<file path="config.mk">
export PLATFORM = sky130hd
export DESIGN_NAME = vga_timing_driver_flat
export DESIGN_NICKNAME = d
export VERILOG_FILES = /design/src/rtl/vga_timing_driver_if.sv /design/src/rtl/vga_timing_driver.sv /design/src/flat_wrapper.sv
export SDC_FILE = /design/constraint.sdc
export NUM_CORES = 1
export LEC_CHECK = 0
export BUFFER_PORTS_ARGS = -buffer_cell sky130_fd_sc_hd__buf_2
export CAP_MARGIN = 15
export CORE_MARGIN = 2
export CORE_UTILIZATION = 45
export DETAILED_ROUTE_END_ITERATION = 7
export PLACE_DENSITY_LB_ADDON = 0.05
export SLEW_MARGIN = 20
export SYNTH_ARGS = -nofsm -noshare
export SYNTH_HDL_FRONTEND = slang
export SYNTH_SLANG_ARGS = --single-unit
</file>
<file path="constraint.sdc">
create_clock -name clk -period 2.64 [get_ports clk]
set_input_delay 0.396 -clock clk [delete_from_list [all_inputs] [get_ports clk]]
set_output_delay 0.396 -clock clk [all_outputs]
set_load 0.02 [all_outputs]
</file>
<file path="src/rtl/vga_timing_driver_if.sv">
`default_nettype none
// ============================================================================
// Module      : vga_timing_driver_if
// Description : Pixel-path bundle between the VGA timing driver (slave) and
//               the renderer / colour-mux side (master).
// Revision    : 1.0 - initial release
// ============================================================================
interface vga_timing_driver_if;
    logic        pixel_en_i;
    logic [9:0]  column_o;
    logic [9:0]  row_o;
    logic        video_on_o;
    logic        frame_start_o;
    logic [11:0] rgb_i;
    logic [11:0] vga_rgb_o;
    logic        vga_hs_o;
    logic        vga_vs_o;

    modport slave (
        input  pixel_en_i,
        input  rgb_i,
        output column_o,
        output row_o,
        output video_on_o,
        output frame_start_o,
        output vga_rgb_o,
        output vga_hs_o,
        output vga_vs_o
    );

    modport master (
        output pixel_en_i,
        output rgb_i,
        input  column_o,
        input  row_o,
        input  video_on_o,
        input  frame_start_o,
        input  vga_rgb_o,
        input  vga_hs_o,
        input  vga_vs_o
    );
endinterface
`default_nettype wire

</file>
<file path="src/rtl/vga_timing_driver.sv">
`default_nettype none
// ============================================================================
// Module      : vga_timing_driver
// Description : VGA raster timing generator with sync delayed to line up with
//               the RGB returned by the colour mux.
// Revision    : 1.0 - initial release
// ============================================================================
module vga_timing_driver #(
    parameter int H_VISIBLE = 640,
    parameter int H_FRONT   = 16,
    parameter int H_SYNC    = 96,
    parameter int H_BACK    = 48,
    parameter int V_VISIBLE = 480,
    parameter int V_FRONT   = 10,
    parameter int V_SYNC    = 2,
    parameter int V_BACK    = 33,
    parameter int RGB_LAT   = 1
) (
    input  wire logic          clk,
    input  wire logic          rst_n,
    vga_timing_driver_if.slave bus
);
    localparam int         c_H_TOTAL  = H_VISIBLE + H_FRONT + H_SYNC + H_BACK;
    localparam int         c_V_TOTAL  = V_VISIBLE + V_FRONT + V_SYNC + V_BACK;
    localparam logic [9:0] c_H_LAST   = 10'(c_H_TOTAL - 1);
    localparam logic [9:0] c_V_LAST   = 10'(c_V_TOTAL - 1);
    localparam logic [9:0] c_H_VIS    = 10'(H_VISIBLE);
    localparam logic [9:0] c_V_VIS    = 10'(V_VISIBLE);
    localparam logic [9:0] c_HS_START = 10'(H_VISIBLE + H_FRONT);
    localparam logic [9:0] c_HS_END   = 10'(H_VISIBLE + H_FRONT + H_SYNC);
    localparam logic [9:0] c_VS_START = 10'(V_VISIBLE + V_FRONT);
    localparam logic [9:0] c_VS_END   = 10'(V_VISIBLE + V_FRONT + V_SYNC);
    // {video_on, hs, vs} with both syncs inactive
    localparam logic [2:0] c_DLY_IDLE = 3'b011;

    logic [9:0]  col_q, col_d;
    logic [9:0]  row_q, row_d;
    logic        video_on_q, video_on_d;
    logic        hs_q, hs_d;
    logic        vs_q, vs_d;
    logic        frame_start_q, frame_start_d;
    logic [2:0]  dly_q [RGB_LAT];
    logic [11:0] pin_rgb_q;
    logic        pin_hs_q;
    logic        pin_vs_q;

    always_comb begin
        col_d         = col_q;
        row_d         = row_q;
        frame_start_d = 1'b0;
        if (bus.pixel_en_i) begin
            if (col_q == c_H_LAST) begin
                col_d         = '0;
                row_d         = (row_q == c_V_LAST) ? '0 : row_q + 10'd1;
                frame_start_d = (row_q == c_V_LAST);
            end else begin
                col_d = col_q + 10'd1;
            end
        end
        // Decoded from the next count so the flags stay coherent with it
        video_on_d = (col_d < c_H_VIS) && (row_d < c_V_VIS);
        hs_d       = !((col_d >= c_HS_START) && (col_d < c_HS_END));
        vs_d       = !((row_d >= c_VS_START) && (row_d < c_VS_END));
    end

    always_ff @(posedge clk or negedge rst_n) begin
        if (!rst_n) begin
            col_q         <= '0;
            row_q         <= '0;
            video_on_q    <= 1'b0;
            hs_q          <= 1'b1;
            vs_q          <= 1'b1;
            frame_start_q <= 1'b0;
        end else begin
            frame_start_q <= frame_start_d;
            if (bus.pixel_en_i) begin
                col_q      <= col_d;
                row_q      <= row_d;
                video_on_q <= video_on_d;
                hs_q       <= hs_d;
                vs_q       <= vs_d;
            end
        end
    end

    // Free-running alignment pipe: drains to the held values while paused
    always_ff @(posedge clk or negedge rst_n) begin
        if (!rst_n) begin
            for (int i = 0; i < RGB_LAT; i++) begin
                dly_q[i] <= c_DLY_IDLE;
            end
            pin_rgb_q <= '0;
            pin_hs_q  <= 1'b1;
            pin_vs_q  <= 1'b1;
        end else begin
            dly_q[0] <= {video_on_q, hs_q, vs_q};
            for (int i = 1; i < RGB_LAT; i++) begin
                dly_q[i] <= dly_q[i-1];
            end
            pin_rgb_q <= dly_q[RGB_LAT-1][2] ? bus.rgb_i : 12'h000;
            pin_hs_q  <= dly_q[RGB_LAT-1][1];
            pin_vs_q  <= dly_q[RGB_LAT-1][0];
        end
    end

    assign bus.column_o      = col_q;
    assign bus.row_o         = row_q;
    assign bus.video_on_o    = video_on_q;
    assign bus.frame_start_o = frame_start_q;
    assign bus.vga_rgb_o     = pin_rgb_q;
    assign bus.vga_hs_o      = pin_hs_q;
    assign bus.vga_vs_o      = pin_vs_q;
endmodule
`default_nettype wire
</file>
<file path="src/flat_wrapper.sv">
// flat-port wrapper written by rule: the top's interface ports become plain ports
module vga_timing_driver_flat 
#(
    parameter int H_VISIBLE = 640,
    parameter int H_FRONT   = 16,
    parameter int H_SYNC    = 96,
    parameter int H_BACK    = 48,
    parameter int V_VISIBLE = 480,
    parameter int V_FRONT   = 10,
    parameter int V_SYNC    = 2,
    parameter int V_BACK    = 33,
    parameter int RGB_LAT   = 1
)
  (clk, rst_n, bus_pixel_en_i, bus_rgb_i, bus_column_o, bus_row_o, bus_video_on_o, bus_frame_start_o, bus_vga_rgb_o, bus_vga_hs_o, bus_vga_vs_o);
  vga_timing_driver_if bus_i ();
  input  wire logic clk;
  input  wire logic rst_n;
  input wire logic [$bits(bus_i.pixel_en_i)-1:0] bus_pixel_en_i;
  input wire logic [$bits(bus_i.rgb_i)-1:0] bus_rgb_i;
  output wire logic [$bits(bus_i.column_o)-1:0] bus_column_o;
  output wire logic [$bits(bus_i.row_o)-1:0] bus_row_o;
  output wire logic [$bits(bus_i.video_on_o)-1:0] bus_video_on_o;
  output wire logic [$bits(bus_i.frame_start_o)-1:0] bus_frame_start_o;
  output wire logic [$bits(bus_i.vga_rgb_o)-1:0] bus_vga_rgb_o;
  output wire logic [$bits(bus_i.vga_hs_o)-1:0] bus_vga_hs_o;
  output wire logic [$bits(bus_i.vga_vs_o)-1:0] bus_vga_vs_o;
  assign bus_i.pixel_en_i = bus_pixel_en_i;
  assign bus_i.rgb_i = bus_rgb_i;
  assign bus_column_o = bus_i.column_o;
  assign bus_row_o = bus_i.row_o;
  assign bus_video_on_o = bus_i.video_on_o;
  assign bus_frame_start_o = bus_i.frame_start_o;
  assign bus_vga_rgb_o = bus_i.vga_rgb_o;
  assign bus_vga_hs_o = bus_i.vga_hs_o;
  assign bus_vga_vs_o = bus_i.vga_vs_o;
  vga_timing_driver #(.H_VISIBLE(H_VISIBLE), .H_FRONT(H_FRONT), .H_SYNC(H_SYNC), .H_BACK(H_BACK), .V_VISIBLE(V_VISIBLE), .V_FRONT(V_FRONT), .V_SYNC(V_SYNC), .V_BACK(V_BACK), .RGB_LAT(RGB_LAT)) u_core (.clk(clk), .rst_n(rst_n), .bus(bus_i));
endmodule
</file>
==> metrics.cfg, run 1 <==
[run_status]
status = completed

[synth]
syn-cell-area_sq_um = 1950
ys_types = 44
ys_seq_area_share_pct = 53.1
yosys_warnings = 0
synth_seq_cells = 41
synth_fp_nets = 204
syn_inst = 186
synth_common_cells = dfrtp_1 (35), and2_1 (14), nand2_1 (14), nor2_1 (10), o21ai_0 (10)
syn_area_per_cell_sq_um = 10.5
synth_edf_count = 0
synth_most_common_cell = dfrtp_1
synth_flop_cell = dfrtp_1
synth_top_cell_by_area = dfrtp_1
async_flop_share_pct = 100
synth_area_leaders = dfrtp_1 (45%), dfstp_2 (8.1%), and2_1 (4.5%)
synth_top_area_share_pct = 45.0

[setup_path]
slowest_delay_ns = 0.52
endpoint_kind = flop
crit_path_start_kind = flop
timing.critical_path.buf_inv = 0
path_max_fanout = 6
worstPathRequired_ns = 2.83
crit_chain = ha_1 -> nand4_1 -> or4_4 -> or3_1 -> a21oi_2 -> nor3_1 -> a22o_1
crit_slowest_cell = or4_4
worst-setup-path-type = reg -> reg
cp_top_family = simple AND/OR/NAND/NOR gates
arrival_ns = 2.46

[timing]
skew_ns = 0.00706
max-slew-margin-rel_pct = 39.8
fin_setup_tns_ns = 0
rsz0062_at_grt = no
tightest_slew_ns = 0.903
final_max_slew_viol_count = 0
min_period_ns = 2.27
final_hold_viol_count = 0
setup_violations = 0
fin_crit_sh_pct = 86.1
max_freq_ghz = 0.440
worst_hold_slack_ns = 0.225

[placed_design]
gp_congestion = 0.800
post_dp_cell_area_sq_um = 2230
io_buffers = 50
place.detailed.hpwl_mm = 3.18

[global_routing]
grt_first_pass_wirelength_mm = 7.18
overflow = 0
antenna_found_initial = 0
grt_max_degree = 42
grt_pass1_vias = 1536
grt_usage_pct = 18.6

[pwr]
ir_worst_vdd_mv = 0.404
p_leak_uw = 0.00109
p_per_area_nw_per_um2 = 663

[die]
die_x_um = 69.8
initial_core_util_pct = 47.6
core_area_sq_um = 4090
dieArea_sq_um = 4870
pin_count = 51
die_h_um = 69.8
rows = 23

[cells_and_area]
nFillCells = 377
seqCellArea_sq_um = 1030
drive_gt1_share_pct = 29.5
nets = 254
area_growth_pct = 20.2
design_area_sq_um = 2340
final_util_pct = 57.3
multi_input_area_sq_um = 837
diodes = 0

[route]
drtAntennaViolNets = 0
via_count = 1588
drtPass1Iterations = 5
post-route-drc-count = 0
via_per_inst = 5.53
finalWirelength_mm = 4.30
wl_per_cell_um = 15.0
drtIter0Drc = 65

[clock_network]
postCtsHoldBufs = 0
cts-root-buf = clkbuf_8
postCtsSetupBuffers = 0
cts_tree = built
numCtsBuffers = 5
htree_num_levels = 2
clockBufferDepth = 2
post_cts_resized = 0
path_clk_slew_ns = 0.08
insertion_delay_ns = 0.29
clock-sinks = 41

[job]
maxCapViolCount = 0

[worst_hold_path]
worstHoldPathType = in -> async

==> cell families after synthesis <==
kind of cell               share of synthesized area (%)
muxes                                              0.514
AOI/OAI and AO/OA                                   10.5
DFF                                                 53.1
xor gates and xnor gates                            4.95
and+or+nand+nor                                     25.1
buffers and inverters                               3.92
adders and majority gates                           1.93
==> final timing paths <==
| check | depth (start not counted) | to | from | slack (ns) |
|---|---|---|---|---|
| setup / recovery | 7 | u_core.bus.video_on_o | u_core.bus.column_o[1] | 0.37 |
| setup reg to reg | 7 | u_core.bus.video_on_o | u_core.bus.column_o[1] | 0.37 |
| min in group clk | 2 | u_core.bus.vga_rgb_o[3] | bus_rgb_i[3] | 0.31 |
| hold / removal | 1 | u_core.bus.vga_rgb_o[3] | rst_n | 0.22 |
| hold reg to reg | 0 | u_core.bus.vga_hs_o | u_core.dly_q[1] | 0.36 |
| max in group asynchronous | 1 | u_core.bus.row_o[3] | rst_n | 1.85 |
==> stage by stage <==
stage | std cells | total power [uW] | setup slack (ns)
2_1_floorplan | 186 | 947 | 0.405
3_3_place_gp | 279 | 1060 | 0.466
3_5_place_dp | 279 | 1070 | 0.378
4_1_cts | 287 | 1560 | 0.375
5_1_grt | 287 | 1630 | 0.227
6_report | 287 | 1550 | 0.366
==> layer usage <==
metal	share of wire, %	global-route usage [%]	vias to the layer above
met1	46	24.4	762
met4	1.4	7.69	0
met3	6.1	5.67	7
met5	0	0	-
li1	-	-	762
met2	47	28.7	57
==> state kept, by name (all words and copies together) (netlist names) <==
| signal | cells |
|---|---|
| u_core.bus.frame_start_o | 1 |
| u_core.dly_q | 3 |
| u_core.bus.column_o | 10 |
| u_core.bus.video_on_o | 1 |
| u_core.hs_q | 1 |
| u_core.bus.vga_hs_o | 1 |
| u_core.bus.vga_rgb_o | 12 |
| u_core.vs_q | 1 |
| u_core.bus.vga_vs_o | 1 |
| u_core.bus.row_o | 10 |
==> layout make-up <==
type | instances | area share, %
inverter | 9 | 1.44
timing repair buffer | 52 | 11.3
tap | 50 | 2.67
multi-input combinational | 127 | 35.8
clock inverter | 2 | 1.50
sequential | 41 | 44.2
clock buffer | 6 | 3.10
==> layout by cell type (no fill, tap or decap), drive strengths merged, types with 2 or more instances in the layout <==
master and n:
buf 52, dfrtp 35, and2 14, nand2 14
nor2 10, o21ai 10, inv 9, nand4 9
nand3 7, xor2 6, dfstp 6, a21oi 6
clkbuf 6, xnor2 5, a31oi 5, nor3 4
and3 4, ha 3, and4 2, nand3b 2
or3 2, nor3b 2, a41oi 2, o311ai 2
nor4 2
==> power breakdown <==
part | total [uW] | internal, uW | switching (uW)
clock | 492 | 281 | 212
combinational | 296 | 108 | 188
sequential | 762 | 681 | 81.2
Power figures use the tool's default switching activity.
==> inputs of run 2 (changes only) <==
--- a/config.mk
+++ b/config.mk
@@ -10,7 +10,7 @@
 export CORE_MARGIN = 2
 export CORE_UTILIZATION = 45
 export DETAILED_ROUTE_END_ITERATION = 7
-export PLACE_DENSITY_LB_ADDON = 0.05
+export PLACE_DENSITY_LB_ADDON = 0.1
 export SLEW_MARGIN = 20
 export SYNTH_ARGS = -nofsm -noshare
 export SYNTH_HDL_FRONTEND = slang
==> constraint.sdc (replaced) <==
create_clock -name clk -period 2.4 [get_ports clk]
set_input_delay 0.36 -clock clk [delete_from_list [all_inputs] [get_ports clk]]
set_output_delay 0.36 -clock clk [all_outputs]
set_load 0.02 [all_outputs]
==> run 2 against run 1 <==
  * Total power grew 13%
  * Routed wire length down 1.1%
  * Largest power group unchanged
  * Design area rose by 1.3%
  * Clock skew fell by 0.0027 ns
  * Via count decreased by 1.5%
  * Die area unchanged
  * Fmax grew 0.17%
  * Worst setup slack got worse by 0.24 ns
  * Non-clock buffer count increased by 2
  * Critical path depth shrank 1
  * Sequential cell count did not move
==> metrics.cfg, run 2 (synthesis results as in run 1) <==
[route]
drtPass1Iterations = 4
drtIter0Drc = 72
via_count = 1564
finalWirelength_mm = 4.25
via_per_inst = 5.41
drtAntennaViolNets = 0
post-route-drc-count = 0
wl_per_cell_um = 14.7

[clock_network]
clock-sinks = 41
postCtsHoldBufs = 0
clockBufferDepth = 2
numCtsBuffers = 5
cts-root-buf = clkbuf_8
htree_num_levels = 2
insertion_delay_ns = 0.29
path_clk_slew_ns = 0.08
cts_tree = built

[global_routing]
grt_max_degree = 42
overflow = 0
grt_first_pass_wirelength_mm = 6.99
grt_pass1_vias = 1457
antenna_found_initial = 0
grt_usage_pct = 17.7

[worst_hold_path]
worstHoldPathType = in -> async

[timing]
worst_slack_ns = 0.130
rsz0062_at_grt = no
fin_crit_sh_pct = 94.6
fin_setup_tns_ns = 0
final_max_slew_viol_count = 0
worst_hold_slack_ns = 0.193
min_period_ns = 2.27
skew_ns = 0.00438
max-slew-margin-rel_pct = 39.6
max_freq_ghz = 0.440
setup_violations = 0
tightest_slew_ns = 0.906
final_hold_viol_count = 0

[die]
die_h_um = 69.8
rows = 23
pin_count = 51
dieArea_sq_um = 4870
initial_core_util_pct = 47.6
core_area_sq_um = 4090
die_x_um = 69.8

[setup_path]
reg2reg_from = u_core.bus.column_o[5]
rr_endpoint = u_core.bus.video_on_o
arrival_ns = 2.45
endpoint_kind = flop
crit_chain = nand3b_1 -> or4_4 -> or3_1 -> a21oi_2 -> nor3_1 -> a22o_1
crit_path_start_kind = flop
worstPathRequired_ns = 2.58
rr_worst_depth = 6
cp-startpoint = u_core.bus.column_o[5]
r2r_slack_ns = 0.13
path_max_fanout = 7
crit_slowest_cell = or4_4
slowest_delay_ns = 0.60
worst-setup-path-type = reg -> reg

[placed_design]
io_buffers = 50
gp_congestion = 0.849
pre_cts_ws_ns = 0.143
place.detailed.hpwl_mm = 3.06

[cells_and_area]
largest_reg_flops = 12
drive_gt1_share_pct = 31.0
final_cell_mix = buf_2 (50), dfrtp_1 (35), and2_1 (14), nand2_1 (14)
final_common_cell = buf_2
area_growth_pct = 21.7
multi_input_area_sq_um = 840
diodes = 0
nFillCells = 363
seqCellArea_sq_um = 1030
nets = 256

[pwr]
p_per_area_nw_per_um2 = 737
ir_worst_vdd_mv = 0.439
p_leak_uw = 0.00111

[job]
maxCapViolCount = 0

[run_status]
status = completed

run 2: area by class of cell:
type	instances	area share, %
Tap cell	50	2.64
Clock inverter	2	1.58
Inverter	9	1.43
Sequential cell	41	43.6
Clock buffer	6	3.48
Multi-Input combinational cell	127	35.4
Timing Repair Buffer	54	11.8
run 2: worst max-delay path by stage:
stage	to	slack (ns)	cells after the start
2_1_floorplan	u_core.bus.video_on_o	0.16	7
3_3_place_gp	u_core.bus.video_on_o	0.23	6
3_5_place_dp	u_core.bus.video_on_o	0.14	7
4_1_cts	u_core.bus.video_on_o	0.14	7
5_1_grt	u_core.bus.video_on_o	0.01	7
6_report	u_core.bus.video_on_o	0.13	6
run 2: per-layer routing:
metal	wire length, um	global-route usage [%]
met1	1990	25.2
met4	97	5.34
met2	1900	26.3
met3	263	5.09
met5	0	0
run 2: repair_timing:
action / 4_1_cts / 5_1_grt
endpoints found under the setup margin: 0 / 2
resized for setup: 0 / 1
buffers inserted: 0 / 0
run 2: where the power goes:
part,leakage (uW),internal [uW],switching [uW],total [uW]
Combinational,0.000540,121,205,327
Clock,0.0000574,338,243,581
Sequential,0.000508,749,88.8,838
Total,0.00111,1210,537,1750
run 2: worst max-delay path: cells and delay by family, from the launching register on:
kind             cells  cell delay [ns]
AO/OA/AOI/OAI        2             0.38
flip-flops           1             0.45
AND/OR/NAND/NOR      4             1.35
run 2: stage by stage:
stage	utilization, %	cells	power (uW)	cell area [sq um]
after floorplan	-	186	1040	1950
after global placement	55.0	281	1160	2250
after detailed placement	55.0	281	1170	2250
after CTS	57.9	289	1750	2370
after global routing	58.0	289	1840	2370
final	58.0	289	1750	2370
==> inputs of run 3 (changes only) <==
--- a/config.mk
+++ b/config.mk
@@ -8,7 +8,7 @@
 export BUFFER_PORTS_ARGS = -buffer_cell sky130_fd_sc_hd__buf_2
 export CAP_MARGIN = 15
 export CORE_MARGIN = 2
-export CORE_UTILIZATION = 45
+export CORE_UTILIZATION = 52
 export DETAILED_ROUTE_END_ITERATION = 7
 export PLACE_DENSITY_LB_ADDON = 0.1
 export SLEW_MARGIN = 20
==> run 3 against run 2 <==
  * Count of clock-buffer cells in the layout is the same
  * Critical path depth stayed put
  * Register-to-register slack about the same
  * Sequential power barely moved
==> metrics.cfg, run 3 (synthesis results as in run 1) <==
[global_routing]
grt_pass1_vias = 1429
overflow = 0
grt_first_pass_wirelength_mm = 6.83
grt_usage_pct = 21.3
grt_max_degree = 42
antenna_found_initial = 0

[setup_path]
crit_chain = nand4bb_4 -> or4_4 -> or3_1 -> a21oi_2 -> nor3_1 -> a22o_1
reg2reg_from = u_core.bus.column_o[7]
r2r_slack_ns = 0.14
path_max_fanout = 8
slowest_delay_ns = 0.59
timing.critical_path.buf_inv = 0
endpoint_kind = flop
arrival_ns = 2.44
crit_path_start_kind = flop
rr_worst_depth = 6
cp_top_family = simple AND/OR/NAND/NOR gates
worstPathRequired_ns = 2.58
worst-setup-path-type = reg -> reg
rr_endpoint = u_core.bus.video_on_o
crit_slowest_cell = or4_4

[pwr]
clkPwrFrac_pct = 31.6
swShare_pct = 30.5
p_int_uw = 1180
p_per_area_nw_per_um2 = 722
ir_worst_vdd_mv = 0.503
pwr-share-seq_pct = 49.3
power.switching_uw = 516
p_comb_share_pct = 19.0
p_leak_uw = 0.00110

[die]
die_h_um = 65.2
dieArea_sq_um = 4250
pin_count = 51
rows = 22
initial_core_util_pct = 53.6
die_x_um = 65.2
core_area_sq_um = 3630

[route]
wl_per_cell_um = 14.2
via_per_inst = 5.51
drtIter0Drc = 87
via_count = 1575
finalWirelength_mm = 4.07
drtPass1Iterations = 4
drtAntennaViolNets = 0
post-route-drc-count = 0

[clock_network]
clockBufferDepth = 2
cts-root-buf = clkbuf_8
clock-sinks = 41
post_cts_resized = 0
htree_num_levels = 2
path_clk_slew_ns = 0.08
insertion_delay_ns = 0.29
cts_tree = built
postCtsHoldBufs = 0
postCtsSetupBuffers = 0
numCtsBuffers = 5

[job]
maxCapViolCount = 0

[cells_and_area]
final_common_cell = buf_2
drive_gt1_share_pct = 30.3
nets = 255
final_cell_mix = buf_2 (50), dfrtp_1 (35), and2_1 (14), nand2_1 (14)
area_growth_pct = 20.6
largest_reg_flops = 12
diodes = 0

[timing]
skew_ns = 0.00199
setup_violations = 0
max-slew-margin-rel_pct = 42.6
worst_hold_slack_ns = 0.182
fin_setup_tns_ns = 0
tightest_slew_ns = 0.861
fin_crit_sh_pct = 94.2
final_hold_viol_count = 0
final_max_slew_viol_count = 0
max_freq_ghz = 0.442
min_period_ns = 2.26
rsz0062_at_grt = no

[placed_design]
place.detailed.hpwl_mm = 3.01
io_buffers = 50
gp_congestion = 0.890

[run_status]
status = completed

[worst_hold_path]
worstHoldPathType = in -> async

[run 3: cell count changes in the layout (fill, tap and decap cells not counted)]
cell,delta
buf_4,-1
clkbuf_1,+1
clkbuf_8,-1
clkinv_2,+1
clkinvlp_4,-1
[run 3: final cells by class]
type,instances,area (sq um)
inverter,9,33.8
clock buffer,6,72.6
tap,48,60.1
multi-input combinational,127,840
fill,295,1290
timing repair buffer,53,273
clock inverter,2,35.0
sequential,41,1030
[run 3: stage by stage]
stage                     total power, uW  area, sq um  util [%]  instances  setup slack (ns)
after floorplan                      1040         1950         -        186             0.165
after global placement               1160         2240      61.6        278             0.232
after detailed placement             1170         2240      61.6        278             0.149
after CTS                            1710         2340      64.5        286             0.138
after global routing                 1790         2350      64.6        286            0.0318
final                                1690         2350      64.6        286             0.139
[run 3: routing by layer]
layer	vias up	global-route usage (%)	wire length (um)
met5	-	0	0
met4	0	7.03	39
met3	4	6.16	289
met2	62	33.0	1890
met1	736	28.7	1840
li1	773	-	-
[run 3: how the worst max path moves through the flow]
stage	from	endpoint	slack, ns	cells after the start
after global routing	u_core.bus.column_o[7]	u_core.vs_q	0.03	6
after floorplan	u_core.bus.column_o[1]	u_core.bus.video_on_o	0.16	7
final	u_core.bus.column_o[7]	u_core.bus.video_on_o	0.14	6
after global placement	u_core.bus.column_o[6]	u_core.bus.video_on_o	0.23	6
after CTS	u_core.bus.column_o[0]	u_core.bus.video_on_o	0.14	7
after detailed placement	u_core.bus.column_o[0]	u_core.bus.video_on_o	0.15	7
[run 3: worst register-to-register path, delay by kind of cell, from the launching register on]
| family | cells | cell delay [ns] |
|---|---|---|
| compound gates | 2 | 0.38 |
| simple gates | 4 | 1.31 |
| flops | 1 | 0.46 |
[run 3: power by group through the flow]
stage | clock network (uW) | registers (uW) | logic [uW]
final | 536 | 836 | 322
after floorplan | 0 | 892 | 149
after detailed placement | 0 | 850 | 321
after global routing | 581 | 850 | 358
after CTS | 547 | 836 | 324
after global placement | 0 | 836 | 320
